`config.mk`:
```
export PLATFORM = sky130hd
export DESIGN_NAME = apb_cfg_slave
export DESIGN_NICKNAME = d
export VERILOG_FILES = /design/src/rtl/apb_cfg_slave.sv
export SDC_FILE = /design/constraint.sdc
export NUM_CORES = 1
export LEC_CHECK = 0
export CAP_MARGIN = 5
export CORE_AREA = 2 2 110 155
export DETAILED_ROUTE_END_ITERATION = 16
export DIE_AREA = 0 0 112 157
export PLACE_DENSITY = 0.86
export SYNTH_ARGS = -nofsm -noshare
export SYNTH_HDL_FRONTEND = slang
export SYNTH_SLANG_ARGS = --single-unit
export TNS_END_PERCENT = 1
```
`constraint.sdc`:
```
create_clock -name pclk -period 12.16 [get_ports pclk]
set_input_delay 3.04 -clock pclk [delete_from_list [all_inputs] [get_ports pclk]]
set_output_delay 3.04 -clock pclk [all_outputs]
set_load 0.01 [all_outputs]
```
`src/rtl/apb_cfg_slave.sv`:
```
// ---------------------------------------------------------------------------
// apb_cfg_slave
//   APB3/APB4 completer for a window of NUM_REGS configuration/status
//   registers, each DATA_W bits wide, starting at byte address BASE_ADDR.
//   Supports byte strobes, WAIT_CYCLES programmable wait states, read-only
//   status registers (RO_MASK) and PSLVERR on bad address, misalignment or
//   a write to a read-only register.
//
//   Handshake: a transfer is a setup cycle (psel=1, penable=0) followed by
//   one or more access cycles (psel=1, penable=1). It completes on the
//   rising edge where pready=1 in an access cycle. prdata and pslverr are
//   meaningful only while pready=1. Dropping psel during the access phase
//   abandons the transfer without any register update.
//
// Ports
//   pclk, preset        clock, asynchronous active-high reset
//   psel, penable       APB select / access-phase enable
//   pwrite, paddr       direction (1 = write) and byte address
//   pwdata, pstrb       write data and byte strobes
//   prdata, pready      read data, transfer-complete
//   pslverr             transfer error (qualified by pready)
//   reg_q               flattened register contents, reg i at [i*DATA_W +: DATA_W]
//   status_in           sources of the read-only registers
//   wr_pulse            one-cycle strobe per register after a committed write
//   state_dbg           FSM state for observation: 0 = IDLE, 1 = ACCESS
// ---------------------------------------------------------------------------
module apb_cfg_slave #(
    parameter int                      ADDR_W      = 16,
    parameter int                      DATA_W      = 16,
    parameter int                      NUM_REGS    = 8,
    parameter int                      BASE_ADDR   = 0,
    parameter int                      WAIT_CYCLES = 0,
    parameter logic [NUM_REGS-1:0]     RO_MASK     = '0
) (
    input  logic                         pclk,
    input  logic                         preset,
    input  logic                         psel,
    input  logic                         penable,
    input  logic                         pwrite,
    input  logic [ADDR_W-1:0]            paddr,
    input  logic [DATA_W-1:0]            pwdata,
    input  logic [DATA_W/8-1:0]          pstrb,
    output logic [DATA_W-1:0]            prdata,
    output logic                         pready,
    output logic                         pslverr,
    output logic [NUM_REGS*DATA_W-1:0]   reg_q,
    input  logic [NUM_REGS*DATA_W-1:0]   status_in,
    output logic [NUM_REGS-1:0]          wr_pulse,
    output logic                         state_dbg
);

    localparam int                NB    = DATA_W / 8;
    localparam int                SHIFT = $clog2(NB);
    localparam int                IDX_W = (NUM_REGS > 1) ? $clog2(NUM_REGS) : 1;
    localparam logic [ADDR_W-1:0] BASE  = ADDR_W'(BASE_ADDR);
    localparam logic [ADDR_W-1:0] ALIGN = ADDR_W'(NB - 1);
    localparam logic [ADDR_W-1:0] NREG  = ADDR_W'(NUM_REGS);

    typedef enum logic {IDLE = 1'b0, ACCESS = 1'b1} state_t;

    state_t state, state_nxt;

    logic [3:0]          wcnt;
    logic [IDX_W-1:0]    idx_q;
    logic                pwrite_q;
    logic [DATA_W-1:0]   pwdata_q;
    logic [NB-1:0]       pstrb_q;
    logic                err_q;
    logic [DATA_W-1:0]   regs [NUM_REGS];

    logic                setup, step, done, commit;

    // ---------------- address decode (setup-phase inputs) ----------------
    logic [ADDR_W-1:0]   off, idx_full;
    logic                ro_hit, dec_err;

    always_comb begin
        off      = paddr - BASE;
        idx_full = off >> SHIFT;
        ro_hit   = 1'b0;
        for (int i = 0; i < NUM_REGS; i++) begin
            if (idx_full == ADDR_W'(i) && RO_MASK[i]) ro_hit = 1'b1;
        end
        dec_err = (paddr < BASE) | (idx_full >= NREG) |
                  ((off & ALIGN) != '0) | (pwrite & ro_hit);
    end

    // ---------------- FSM ----------------
    always_ff @(posedge pclk or posedge preset) begin
        if (preset) state <= IDLE;
        else        state <= state_nxt;
    end

    always_comb begin
        state_nxt = state;
        setup     = 1'b0;
        step      = 1'b0;
        done      = 1'b0;
        case (state)
            IDLE: begin
                if (psel && !penable) begin
                    setup     = 1'b1;
                    state_nxt = ACCESS;
                end
            end
            ACCESS: begin
                if (!psel) begin
                    // master abandoned the transfer: nothing is committed
                    state_nxt = IDLE;
                end else if (penable) begin
                    if (wcnt != 4'd0) begin
                        step = 1'b1;
                    end else begin
                        done      = 1'b1;
                        state_nxt = IDLE;
                    end
                end
            end
            default: state_nxt = IDLE;
        endcase
    end

    assign commit    = done & pwrite_q & ~err_q;
    assign pready    = (state == ACCESS) && (wcnt == 4'd0);
    assign pslverr   = pready & err_q;
    assign state_dbg = (state == ACCESS);

    // ---------------- read mux ----------------
    always_comb begin
        prdata = '0;
        if (pready && !pwrite_q && !err_q) begin
            for (int i = 0; i < NUM_REGS; i++) begin
                if (idx_q == IDX_W'(i)) begin
                    prdata = RO_MASK[i] ? status_in[i*DATA_W +: DATA_W] : regs[i];
                end
            end
        end
    end

    // ---------------- transfer capture and register file ----------------
    always_ff @(posedge pclk or posedge preset) begin
        if (preset) begin
            wcnt     <= '0;
            idx_q    <= '0;
            pwrite_q <= 1'b0;
            pwdata_q <= '0;
            pstrb_q  <= '0;
            err_q    <= 1'b0;
            wr_pulse <= '0;
            for (int i = 0; i < NUM_REGS; i++) regs[i] <= '0;
        end else begin
            if (setup) begin
                idx_q    <= idx_full[IDX_W-1:0];
                pwrite_q <= pwrite;
                pwdata_q <= pwdata;
                pstrb_q  <= pstrb;
                err_q    <= dec_err;
                wcnt     <= 4'(WAIT_CYCLES);
            end else if (step) begin
                wcnt <= wcnt - 4'd1;
            end

            wr_pulse <= '0;
            if (commit) begin
                for (int i = 0; i < NUM_REGS; i++) begin
                    // RO slices are never stored; they always read status_in
                    if (idx_q == IDX_W'(i) && !RO_MASK[i]) begin
                        wr_pulse[i] <= 1'b1;
                        for (int b = 0; b < NB; b++) begin
                            if (pstrb_q[b]) regs[i][8*b +: 8] <= pwdata_q[8*b +: 8];
                        end
                    end
                end
            end
        end
    end

    for (genvar g = 0; g < NUM_REGS; g++) begin : g_reg_q
        assign reg_q[g*DATA_W +: DATA_W] = regs[g];
    end

    // only the RO slices of status_in are consumed; the rest is intentionally ignored
    logic status_unused;
    assign status_unused = ^status_in;

endmodule
```
==> results.sh, run 1 <==
export IMPL_setup_viol=0
export IMPL_critical_path_top_delay_family="simple AND/OR/NAND/NOR gates"
export IMPL_adder_and_majority_cell_fraction_of_the_synthesized_area_pct=0.340
export IMPL_yosys_area_share_simple_pct=6.57
export IMPL_antenna_violating_nets_post_route=0
export IMPL_first_global_vias=5722
export IMPL_cp_data_arrival_time_ps=3790
export IMPL_hold_violations=0
export IMPL_drt_wirelength_per_cell_um=22.3
export IMPL_critical_path_startpoint="wcnt[0]"
export IMPL_ioPinCount=322
export IMPL_finalMaxSlewViolations=0
export IMPL_chipWidth_um=112
export IMPL_clk_transition_reported_paths_ps=60
export IMPL_synth_yosys_seq_area_share_pct=55.7
export IMPL_fin_crit_sh_pct=56.2
export IMPL_grt_setup_unrepaired="false"
export IMPL_vdd_ir_drop_max_mv=0.0734
export IMPL_floorplan_die_height_um=157
export IMPL_power_static_leakage_nw=4.59
export IMPL_endpoint_class_of_the_critical_path="output port"
export IMPL_synth_top_family_by_area="multiplexers"
export IMPL_skew_ps=10.5
export IMPL_synth_async_reset_ratio_pct=100
export IMPL_crit_reg2reg_launch="wcnt[0]"
export IMPL_floorplan_die_area_mm2=0.0176
export IMPL_reg2reg_slack_ps=9120
export IMPL_flow_area_growth_from_synthesis_pct=36.2
export IMPL_synth_compound_area_share_pct=4.81
export IMPL_synthFlopType="dfrtp_1"
export IMPL_postCtsHoldBufs=0
export IMPL_synth_mux_area_share_pct=30.4
export IMPL_clock_tree_from_tritoncts="built"
export IMPL_final_layout_size_suffix_gt1_share_pct=30.2
export IMPL_pwr_density_cell_mw_per_mm2=122
export IMPL_synthesis_yosys_warnings=0
export IMPL_worstMarginPinSlew_ps=1090
export IMPL_post_route_min_period_ps=6830
export IMPL_htree_levels=4
export IMPL_grt_overflow_total=0
export IMPL_postCtsSetupBuffers=0
export IMPL_setup_tns_ps=0
export IMPL_dp_hpwl_mm=14.5
export IMPL_number_of_clock_sinks=164
export IMPL_maxCapViolations=0
export IMPL_synth_seq_cells=164
export IMPL_min_delay_path_class="flop to flop"
export IMPL_worst_hold_slack_ps=530
export IMPL_netlist_cell_type_count=38
export IMPL_drt_pass1_iterations=4
export IMPL_mappedNetlistNets=698
export IMPL_rows=55
export IMPL_critical_path_n_buffers_inverters=2
export IMPL_routed_via_count=5373
export IMPL_grt_max_degree=87
export IMPL_numPlacedInstances=899
export IMPL_cp_slowest_cell="or4_1"
export IMPL_drcViolationCount=0
export IMPL_via_per_inst=5.77
export IMPL_synth_edff_count=0
export IMPL_num_fill_cells=1249
export IMPL_timing_critical_path_cells="inv_1 > ha_1 > or3b_1 > or4_1 > a2111oi_0 > clkdlybuf4s50_1"
export IMPL_synth_area_mm2=0.00737
export IMPL_antenna_found_initial=0
export IMPL_core_area_mm2=0.0161
export IMPL_insertion_delay_ps=420
export IMPL_routabilityCongestion=0.834
export IMPL_syn_area_per_cell_um2=13.9
export IMPL_number_of_diodes_added_for_antenna_fixing=0
export IMPL_synth_xor_xnor_area_share_pct=0
export IMPL_max_slew_margin_rel_pct=27.2
export IMPL_post_cts_resize_count=0
export IMPL_min_delay_start="reg_q[79]"
export IMPL_drt_first_iter_violations=336
export IMPL_layout_nets=888
export IMPL_placement_io_buffers=193
export IMPL_initial_core_utilization_pct=45.8
export IMPL_worstPathRequired_ps=9120
export IMPL_timing_critical_path_slowest_cell_delay_ps=860
export IMPL_timing_setup_critical_path_class="flop to output port"
export IMPL_cts_buffers_inserted=17
export IMPL_fin_cells=931
export IMPL_wire_length_of_the_first_global_routing_pass_mm=32.3
export IMPL_max_fo_critical_path=16
export IMPL_run_status="finished clean"
export IMPL_clock_root_buffer="clkbuf_16"
export IMPL_grt_total_usage_pct=24.0
export IMPL_clock_path_buffers=2
export IMPL_wire_length_after_detailed_routing_mm=20.8
export IMPL_clock_fmax_ghz=0.146
export IMPL_worst_setup_path_start_kind="flop"
export IMPL_synth_cells=529
## sequential cells by signal, summed over array words and instances (netlist names)
| register | count |
|---|---|
| reg_q | 128 |
| pwdata_q | 16 |
| wr_pulse | 8 |
| wcnt | 4 |
| idx_q | 3 |
| pstrb_q | 2 |
| err_q | 1 |
| pwrite_q | 1 |
| state_dbg | 1 |
## cell usage in the layout, fill, tap and decap left out, drive strengths merged, types with 2 or more instances in the layout
cell type,count
nand3,6
or3,2
ha,2
nor3,4
a22o,4
dfrtp,164
clkinv,4
mux2i,2
nor4,3
buf,6
nor2,38
inv,14
a2111oi,15
nor3b,3
or4,5
clkinvlp,5
nand2b,4
nor2b,5
mux2,162
o21ai,7
clkbuf,18
nand2,21
mux4,15
clkdlybuf4s50,193
o22ai,17
nand4,2
## power breakdown
part	switching, mW	internal [mW]	leakage, nW
registers	0.0258	0.561	2.24
logic	0.0766	0.0544	2.10
clock network	0.232	0.272	0.259
## path summary, 6_finish.rpt
kind,endpoint,cells past startpoint
max,prdata[13],6
min,reg_q[79],1
max reg2reg,reg_q[18],6
min reg2reg,reg_q[79],1
min in group asynchronous,pwdata_q[15],2
max in group asynchronous,reg_q[48],3
## Yosys cell counts (4+ instances only)
cell type	n	area share (%)
mux4_2	15	4.6
clkbuf_1	18	0.92
buf_1	4	0.20
nor3_1	4	0.27
inv_1	9	0.46
or4_1	5	0.51
nor2_1	38	1.9
buf_2	4	0.27
a2111oi_0	15	1.8
a22o_1	4	0.48
o21ai_0	7	0.48
mux2_4	16	3.3
mux2_2	146	22
dfrtp_1	164	56
o22ai_1	17	1.4
nor2b_1	5	0.42
nand3_1	6	0.41
nand2_1	21	1.1
nand2b_1	4	0.34
## logic make-up after synthesis
| group | after synthesis |
|---|---|
| muxes | 179 |
| DFF | 164 |
| and+or+nand+nor | 98 |
| AOI/OAI and AO/OA | 49 |
| buffers and inverters | 37 |
| adders and majority gates | 2 |
## through the flow
step                      power [mW]  area [µm²]  setup slack (ps)  utilization [%]
after global placement         0.721        9480              5930             58.9
after CTS                       1.23       10000              5340             62.3
after detailed placement       0.727        9480              5820             58.9
after global routing            1.27       10000              5260             62.3
after floorplan                0.672        7370              4690                -
final                           1.22       10000              5330             62.3
## area by class of cell
cell class | instances | area (µm²) | share of cell area [%]
flip-flops and latches | 164 | 4110 | 40.9
multi-input cells | 328 | 3110 | 31.0
repair buffers | 199 | 1980 | 19.7
clock buffers | 18 | 439 | 4.37
well taps | 199 | 249 | 2.48
clock inverters | 14 | 118 | 1.17
inverters | 9 | 38.8 | 0.386
## routing by layer
layer	wire [µm]	GRT usage [%]	share of wire (%)
met1	8010	28.4	39
met2	11000	42.3	53
met3	1130	5.39	5.5
met4	599	9.87	2.9
met5	0	0	0
Power figures use the tool's default switching activity.
==> run 2, diff against run 1 <==
--- a/config.mk
+++ b/config.mk
@@ -6,10 +6,10 @@
 export NUM_CORES = 1
 export LEC_CHECK = 0
 export CAP_MARGIN = 5
-export CORE_AREA = 2 2 110 155
+export CORE_AREA = 2 2 114 160
 export DETAILED_ROUTE_END_ITERATION = 16
-export DIE_AREA = 0 0 112 157
-export PLACE_DENSITY = 0.86
+export DIE_AREA = 0 0 116 162
+export PLACE_DENSITY = 0.81
 export SYNTH_ARGS = -nofsm -noshare
 export SYNTH_HDL_FRONTEND = slang
 export SYNTH_SLANG_ARGS = --single-unit
==> constraint.sdc (replaced) <==
create_clock -name pclk -period 6.32 [get_ports pclk]
set_input_delay 1.58 -clock pclk [delete_from_list [all_inputs] [get_ports pclk]]
set_output_delay 1.58 -clock pclk [all_outputs]
set_load 0.01 [all_outputs]
==> run 2 against run 1 <==
Against the previous run:
- largest power group unchanged
- first-iteration DRC count up 9.8%
- non-clock buffer count up 3
- setup slack got worse by 4400 ps
- clock power is 110% higher
- largest cell class unchanged
- hold slack improved by 2.0 ps
- total power up 100%
==> results.sh, run 2 (synthesis results as in run 1) <==
export IMPL_ioPinCount=322
export IMPL_clk_transition_reported_paths_ps=60
export IMPL_floorplan_die_height_um=162
export IMPL_power_static_leakage_nw=4.65
export IMPL_worst_setup_path_start_kind="flop"
export IMPL_setup_tns_ps=0
export IMPL_critical_path_n_buffers_inverters=2
export IMPL_reg2reg_slack_ps=3240
export IMPL_met3RoutedLength_mm=1.28
export IMPL_endpoint="prdata[0]"
export IMPL_clock_root_buffer="clkbuf_16"
export IMPL_timing_critical_path_slowest_cell_delay_ps=870
export IMPL_drt_pass1_iterations=4
export IMPL_worst_hold_slack_ps=532
export IMPL_worstHoldPathCells=1
export IMPL_timing_setup_critical_path_class="flop to output port"
export IMPL_cts_buffers_inserted=17
export IMPL_worst_slack_after_detailed_placement_ps=1380
export IMPL_wire_length_after_detailed_routing_mm=21.2
export IMPL_endpoint_class_of_the_critical_path="output port"
export IMPL_commonest_non_fill_non_tap_cell_in_the_layout="clkdlybuf4s50_1"
export IMPL_via_per_inst=5.57
export IMPL_htree_levels=4
export IMPL_clock_path_buffers=2
export IMPL_post_route_min_period_ps=5430
export IMPL_critical_path_reg2reg_endpoint="reg_q[26]"
export IMPL_layout_common_cells="clkdlybuf4s50_1, dfrtp_1, mux2_2"
export IMPL_number_of_diodes_added_for_antenna_fixing=0
export IMPL_wire_length_of_the_first_global_routing_pass_mm=32.8
export IMPL_chipWidth_um=116
export IMPL_worst_r2r_path_depth=6
export IMPL_maxCapViolations=0
export IMPL_rows=57
export IMPL_max_fo_critical_path=16
export IMPL_critical_path_startpoint="wcnt[0]"
export IMPL_routed_via_count=5397
export IMPL_fin_crit_sh_pct=86.0
export IMPL_pwr_density_cell_mw_per_mm2=243
export IMPL_drcViolationCount=0
export IMPL_wirelength_met1_mm=8.16
export IMPL_max_slew_margin_rel_pct=41.3
export IMPL_first_global_vias=5758
export IMPL_routabilityCongestion=0.865
export IMPL_run_status="finished clean"
export IMPL_clock_tree_from_tritoncts="built"
export IMPL_min_delay_path_class="flop to flop"
export IMPL_dp_hpwl_mm=14.9
export IMPL_skew_ps=10.6
export IMPL_highest_layer="met4"
export IMPL_worstMarginPinSlew_ps=880
export IMPL_fin_ws_ps=887
export IMPL_critical_path_top_delay_family="simple AND/OR/NAND/NOR gates"
export IMPL_number_of_clock_sinks=164
export IMPL_timing_critical_path_cells="inv_1 > ha_1 > or3b_1 > or4_1 > a2111oi_0 > clkdlybuf4s50_1"
export IMPL_core_area_mm2=0.0173
export IMPL_grt_overflow_total=0
export IMPL_post_cts_resize_count=0
export IMPL_grt_max_degree=71
export IMPL_worstPathRequired_ps=4740
export IMPL_final_layout_size_suffix_gt1_share_pct=30.3
export IMPL_number_of_logic_stages_on_the_critical_path_including_buffering=6
export IMPL_postCtsHoldBufs=0
export IMPL_antenna_found_initial=0
export IMPL_crit_reg2reg_launch="wcnt[0]"
export IMPL_floorplan_die_area_mm2=0.0188
export IMPL_insertion_delay_ps=410
export IMPL_finalMaxSlewViolations=0
export IMPL_vdd_ir_drop_max_mv=0.136
export IMPL_antenna_violating_nets_post_route=0
export IMPL_drt_first_iter_violations=369
export IMPL_met2WireLength_mm=11.2
export IMPL_largest_register_ffs=128
export IMPL_postCtsSetupBuffers=0
export IMPL_cp_data_arrival_time_ps=3850
export IMPL_cp_slowest_cell="or4_1"
export IMPL_grt_total_usage_pct=23.3
export IMPL_clock_fmax_ghz=0.184
export IMPL_hold_violations=0
export IMPL_drt_wirelength_per_cell_um=21.9
export IMPL_placement_io_buffers=193
export IMPL_grt_setup_unrepaired="false"
export IMPL_setup_viol=0
export IMPL_initial_core_utilization_pct=42.7
export IMPL_layout_nets=891
export IMPL_flow_area_growth_from_synthesis_pct=38.0
-- run 2: changes by cell type in the layout (fill, tap and decap cells not counted) --
cell | before | now
buf_4 | 6 | 9
bufinv_16 | 0 | 4
clkinv_2 | 1 | 3
clkinv_4 | 3 | 2
clkinvlp_4 | 5 | 1
inv_6 | 4 | 3
inv_8 | 2 | 0
-- run 2: power by group --
group	internal, mW	switching (mW)
Combinational	0.106	0.131
Sequential	1.08	0.0678
Clock	0.670	0.413
Total	1.85	0.613
-- run 2: through the flow --
stage | power (mW) | area [µm²] | utilization [%] | instances
after floorplan | 1.29 | 7370 | - | 529
after global placement | 1.39 | 9550 | 55.3 | 939
after detailed placement | 1.40 | 9550 | 55.3 | 939
after CTS | 2.49 | 10200 | 58.9 | 969
after global routing | 2.56 | 10200 | 58.9 | 969
final | 2.47 | 10200 | 58.9 | 969
-- run 2: metal layers --
metal / GRT usage (%) / vias up
li1: - / 2341
met1: 28.2 / 2780
met2: 40.1 / 240
met3: 4.81 / 36
met4: 9.47 / 0
met5: 0 / -
-- run 2: how the worst min path moves through the flow --
stage	start	end	slack (ps)
finish	reg_q[23]	reg_q[23]	530
global route	reg_q[62]	reg_q[62]	540
CTS	reg_q[62]	reg_q[62]	540
detailed placement	reg_q[62]	reg_q[62]	520
global placement	reg_q[97]	reg_q[97]	510
floorplan	wcnt[0]	wcnt[0]	490
-- run 2: cell type report --
cell class                      count  area (µm²)
Clock buffer                       18         439
Clock inverter                     12         178
Fill cell                        1403        7090
Inverter                            9        38.8
Multi-Input combinational cell    328        3110
Sequential cell                   164        4110
Tap cell                          236         295
Timing Repair Buffer              202        2000
-- run 2: worst reg2reg max path: cells and delay by family (launching register included) --
| family | cells | cell delay (ps) |
|---|---|---|
| mux | 1 | 430 |
| flops | 1 | 410 |
| simple gates | 3 | 1770 |
| fa+ha+maj | 1 | 220 |
| buf+inv | 1 | 140 |
==> run 3, diff against run 2 <==
--- a/config.mk
+++ b/config.mk
@@ -10,6 +10,7 @@
 export DETAILED_ROUTE_END_ITERATION = 16
 export DIE_AREA = 0 0 116 162
 export PLACE_DENSITY = 0.81
+export SKIP_CTS_REPAIR_TIMING = 1
 export SYNTH_ARGS = -nofsm -noshare
 export SYNTH_HDL_FRONTEND = slang
 export SYNTH_SLANG_ARGS = --single-unit
==> results of run 3 <==
Final layout, timing and power as in run 2 (identical DEF).
